--- config.mk ---
export PLATFORM = sky130hd
export DESIGN_NAME = counter_timer_arbiter
export DESIGN_NICKNAME = d
export VERILOG_FILES = /design/src/rtl/counter_arb_pkg.sv /design/src/rtl/countermod_en.sv /design/src/rtl/counter_timer_arbiter.sv
export SDC_FILE = /design/constraint.sdc
export NUM_CORES = 1
export LEC_CHECK = 0
export CORE_MARGIN = 4
export CORE_UTILIZATION = 35
export DETAILED_ROUTE_END_ITERATION = 12
export GPL_ROUTABILITY_DRIVEN = 1
export HOLD_SLACK_MARGIN = 0.05
export PLACE_DENSITY = 0.68
export SYNTH_ARGS = -nofsm -noshare
export SYNTH_HDL_FRONTEND = slang
export SYNTH_HIERARCHICAL = 1
export SYNTH_SLANG_ARGS = --single-unit
--- constraint.sdc ---
create_clock -name clock -period 2.4 [get_ports clock]
set_input_delay 0.48 -clock clock [delete_from_list [all_inputs] [get_ports clock]]
set_output_delay 0.48 -clock clock [all_outputs]
set_load 0.02 [all_outputs]
--- src/rtl/counter_arb_pkg.sv ---
// Shared types and helpers for the counter timer arbiter: FSM encoding,
// request-length clamping and the round-robin pick.
package counter_arb_pkg;

    typedef enum logic [1:0] {
        IDLE = 2'd0,
        RUN  = 2'd1,
        DONE = 2'd2
    } arb_state_t;

    // A zero-length request still needs one tick; lengths beyond the modulus saturate.
    function automatic int clamp_len(input int len, input int modulus);
        if (len == 0) begin
            return 1;
        end
        if (len > modulus) begin
            return modulus;
        end
        return len;
    endfunction

    // Scans from ptr upward with wrap; the lowest offset from ptr wins.
    function automatic int rr_pick(input logic [31:0] req, input int ptr, input int n);
        int pick;
        int idx;
        pick = ptr;
        for (int k = n - 1; k >= 0; k--) begin
            idx = (ptr + k) % n;
            if (req[idx]) begin
                pick = idx;
            end
        end
        return pick;
    endfunction

endpackage

--- src/rtl/countermod_en.sv ---
// Modulo-MOD up counter with synchronous clear (priority) and advance enable.
module countermod_en
    import counter_arb_pkg::*;
#(
    parameter int MOD = 7,
    parameter int CW  = 3
) (
    input  logic          clock,
    input  logic          reset,
    input  logic          clear,
    input  logic          en,
    output logic [CW-1:0] value
);

    logic [CW-1:0] value_q;
    logic [CW-1:0] value_d;

    always_comb begin
        value_d = value_q;
        if (clear) begin
            value_d = '0;
        end else if (en) begin
            value_d = (value_q == CW'(MOD - 1)) ? '0 : value_q + 1'b1;
        end
    end

    always_ff @(posedge clock or negedge reset) begin
        if (!reset) begin
            value_q <= '0;
        end else begin
            value_q <= value_d;
        end
    end

    assign value = value_q;

endmodule

--- src/rtl/counter_timer_arbiter.sv ---
// Round-robin arbiter lending one modulo counter to NREQ requesters as a
// tick timer; pulses done to the owner when its programmed count completes.
module counter_timer_arbiter
    import counter_arb_pkg::*;
#(
    parameter int NREQ = 2,
    parameter int MOD  = 7,
    parameter int CW   = 3
) (
    input  logic               clock,
    input  logic               reset,
    input  logic               tick,
    input  logic [NREQ-1:0]    req,
    input  logic [NREQ*CW-1:0] len,
    output logic [NREQ-1:0]    grant,
    output logic [NREQ-1:0]    done,
    output logic               busy,
    output logic [CW-1:0]      value,
    output arb_state_t         state_dbg
);

    localparam int IW = (NREQ > 1) ? $clog2(NREQ) : 1;

    arb_state_t      state_q, state_d;
    logic [NREQ-1:0] grant_q, grant_d;
    logic [IW-1:0]   owner_q, owner_d;
    logic [IW-1:0]   ptr_q, ptr_d;
    logic [CW-1:0]   len_q, len_d;

    logic [IW-1:0]   pick_idx;
    logic [IW-1:0]   next_ptr;
    logic [CW-1:0]   cnt_value;
    logic            cnt_clear;
    logic            complete;
    logic            abort;

    always_comb begin
        state_d   = state_q;
        grant_d   = grant_q;
        owner_d   = owner_q;
        ptr_d     = ptr_q;
        len_d     = len_q;
        cnt_clear = 1'b1;
        complete  = 1'b0;
        abort     = 1'b0;
        pick_idx  = IW'(rr_pick(32'(req), int'(ptr_q), NREQ));
        next_ptr  = (owner_q == IW'(NREQ - 1)) ? '0 : owner_q + 1'b1;

        case (state_q)
            IDLE: begin
                if (|req) begin
                    state_d           = RUN;
                    grant_d           = '0;
                    grant_d[pick_idx] = 1'b1;
                    owner_d           = pick_idx;
                    len_d             = CW'(clamp_len(int'(len[pick_idx*CW +: CW]), MOD));
                end
            end
            RUN: begin
                // Owner dropping its request beats a completion in the same cycle.
                abort     = !req[owner_q];
                complete  = tick && (cnt_value == len_q - 1'b1);
                cnt_clear = abort || complete;
                if (abort) begin
                    state_d = IDLE;
                    grant_d = '0;
                    ptr_d   = next_ptr;
                end else if (complete) begin
                    state_d = DONE;
                end
            end
            DONE: begin
                state_d = IDLE;
                grant_d = '0;
                ptr_d   = next_ptr;
            end
            default: begin
                state_d = IDLE;
                grant_d = '0;
            end
        endcase
    end

    always_ff @(posedge clock or negedge reset) begin
        if (!reset) begin
            state_q <= IDLE;
            grant_q <= '0;
            owner_q <= '0;
            ptr_q   <= '0;
            len_q   <= '0;
        end else begin
            state_q <= state_d;
            grant_q <= grant_d;
            owner_q <= owner_d;
            ptr_q   <= ptr_d;
            len_q   <= len_d;
        end
    end

    countermod_en #(
        .MOD (MOD),
        .CW  (CW)
    ) u_counter (
        .clock (clock),
        .reset (reset),
        .clear (cnt_clear),
        .en    (tick),
        .value (cnt_value)
    );

    assign grant     = grant_q;
    assign done      = (state_q == DONE) ? grant_q : '0;
    assign busy      = (state_q == RUN);
    assign value     = busy ? cnt_value : '0;
    assign state_dbg = state_q;

endmodule

==> metrics.txt <==
setup bufs post-CTS=0; R2R Path End=u_counter/value[1]; NumNets Final=between 100 and 150; CP arrival=about 1.8 ns; Worst VDD drop=about 0.54 mV; routability congestion estimate from global placement=0.698; Worst Hold Class=reg -> reg; internal reg-to-reg setup slack=just over 0.8 ns; TritonCTS buffer count=3; crit share post-route=0.940; count of cell types in the netlist=28; largest family of logic cells by synthesized area=simple AND/OR/NAND/NOR gates; Final setup viols=0; Yosys reg bits=12; largest net degree at the start of global routing=13; final wirelength=1530 microns; vias in the first global route=552; DR iter-0 viols=13; Net Count, Synth=slightly below 80; Max Fclk=around 440 MHz; initial antenna violation count=0; Area Overhead vs Synth=40.7%; Vias=about 580; status=finished, final reports clean; fraction of layout instances using a drive strength above 1=0.156; die area=0.00267 sq mm; simple-gate area share of the yosys netlist=0.174; Slew @ Worst Pin=~0.56 ns; asr flop ratio synth=1.00; Syn. warnings=6; dpl cells=112; dpl hpwl=1190 microns; clk_skew=slightly below 0.003 ns; die height=51.7 microns; Syn Inst Count=65; Pwr per Cell Area=around 1000 mW/mm^2; top_reg_cell synth=dfrtp_1; Design Area, Final=~940 sq um; adder-cell share of the synthesized area=0.0356; Avg Cell Area, Syn=around 10 sq um; Mapped Area=roughly 670 sq um; # IOs=21; CTS tree=yes; post-synth top area share=0.450; total gr overflow=0; Starting Density=0.378; Worst Hold Path EP=grant[1]; Fillers=176; Die W=~52 microns; CP Class=reg -> out; Max-Cap Viols=0; Slew headroom=0.626; # H-tree levels=1; CP Max Fanout=6; LEAKAGE=around 0.43 nW; ANT cells=0; Post-Synth XOR/XNOR Area=0.0600; clock sink count=12; post-route ant nets=0; complex-gate fraction of the synthesized area=0.158; final number of max-transition violations=0; WL per Instance=between 10 and 15 microns; fin crit period=around 2.3 ns; CP endpoint kind=output port; first-pass GRT wire length=roughly 2500 microns; Clock Pin Slew Worst Setup and Hold Paths=0.07 ns; root cell of the clock tree=clkbuf_4; mux cell area share after synthesis=0.0882; data required time of the worst path=between 1.5 and 2 ns; floorplan core area=0.00176 sq mm; RSZ-0062 raised after global routing=no; count leader, synth=dfrtp_1; GR Util All Layers=0.127; Skew-Pair Late Insertion Delay=roughly 0.26 ns; DRT Pass-1 Iters=5; PortBufs=20; hold path depth=1; CTS Buffer Depth=2; Cell Area, Placed=913 sq um; final hold vios=0; R2R cell count=6; Layout Cells excl Fill=around 120; worst-case hold slack=about 0.51 ns; number of synthesized flops with an enable pin=0; hold_sp=grant[1]; FP Rows=15; setup_tns=0 ns; post-synthesis sequential area ratio=0.450; synth cell count leaders=12 x dfrtp_1, 6 x nor2_1, 5 x a21oi_1, 5 x and2_1, 5 x inv_1; top cells by area, synth=dfrtp_1 45%, mux2_2 5.1%, and2_1 4.7%, a21oi_1 3.8%, nor2_1 3.4%; RR Startpoint=len_q[0]; Startpoint Class=register; Final Total Pwr=slightly below 1 mW; Via density=roughly 5; residual DRC count=0; post-synth top area cell=dfrtp_1
-- metrics by stage --
stage / utilization / setup WS, ns
after floorplan: - / 0.547
after global placement: 0.518 / 0.312
after detailed placement: 0.518 / 0.299
after CTS: 0.530 / 0.0702
after global routing: 0.532 / 0.0378
final: 0.532 / 0.143
-- cell families after synthesis --
group                      Yosys count
muxes                                5
xor gates and xnor gates             3
adders and majority gates            2
AOI/OAI and AO/OA                   15
buffers and inverters                6
DFF                                 12
and+or+nand+nor                     22
-- worst max-delay path, stage by stage, from the launching register on --
cell and delay [ns]:
dfrtp_1 0.48, nor2b_1 0.26, and2_1 0.17, clkdlybuf4s50_1 0.60
-- state kept, by name (all words and copies together) (netlist names) --
| signal | flops |
|---|---|
| u_counter/value | 3 |
| grant | 2 |
| len_q | 3 |
| owner_q | 1 |
| ptr_q | 1 |
| state_dbg | 2 |
-- cells in the final DEF, fill, tap and decap left out, types with 2 or more instances in the layout --
| cell | synthesis | final |
|---|---|---|
| clkdlybuf4s50_1 | 0 | 20 |
| dfrtp_1 | 12 | 12 |
| nor2_1 | 6 | 6 |
| inv_1 | 5 | 5 |
| and2_1 | 5 | 5 |
| a21oi_1 | 5 | 5 |
| nand2_1 | 4 | 4 |
| mux2_2 | 3 | 3 |
| clkbuf_4 | 0 | 3 |
| xor2_1 | 2 | 2 |
| o21ai_0 | 2 | 2 |
| a21o_1 | 2 | 2 |
| buf_4 | 0 | 2 |
-- where the power goes --
part	internal [mW]	switching [mW]
logic	0.266	0.227
clock network	0.0579	0.0598
registers	0.279	0.0788
total	0.603	0.366
-- repair_timing --
item / CTS / global route
resized for setup: 0 / 1
hold buffers: 0 / 0
setup endpoints to repair: 0 / 3
endpoints found under the hold margin: 0 / 0
-- area by class of cell --
type / count / area (sq um) / share of cell area
Tap cell: 25 / 31.3 / 0.0333
Clock buffer: 3 / 22.5 / 0.0240
Inverter: 6 / 22.5 / 0.0240
Multi-Input combinational cell: 47 / 347 / 0.369
Timing Repair Buffer: 22 / 215 / 0.229
Sequential cell: 12 / 300 / 0.320
-- layer usage --
layer / routed length [microns] / up-vias / global-route usage / share of wire
li1: - / 279 / - / -
met1: 677 / 274 / 0.159 / 0.44
met2: 695 / 19 / 0.191 / 0.45
met3: 135 / 4 / 0.0630 / 0.088
met5: 0 / - / 0 / 0
met4: 23 / 0 / 0.0349 / 0.015
-- worst max path at each step --
stage	from	end	depth (start not counted)
2_1_floorplan	state_dbg[0]	value[0]	2
3_3_place_gp	req[0]	len_q[2]	5
3_5_place_dp	req[0]	len_q[2]	5
4_1_cts	state_dbg[0]	value[0]	3
5_1_grt	state_dbg[0]	value[2]	3
6_report	state_dbg[1]	done[0]	3
(Power assumes the default switching activity.)
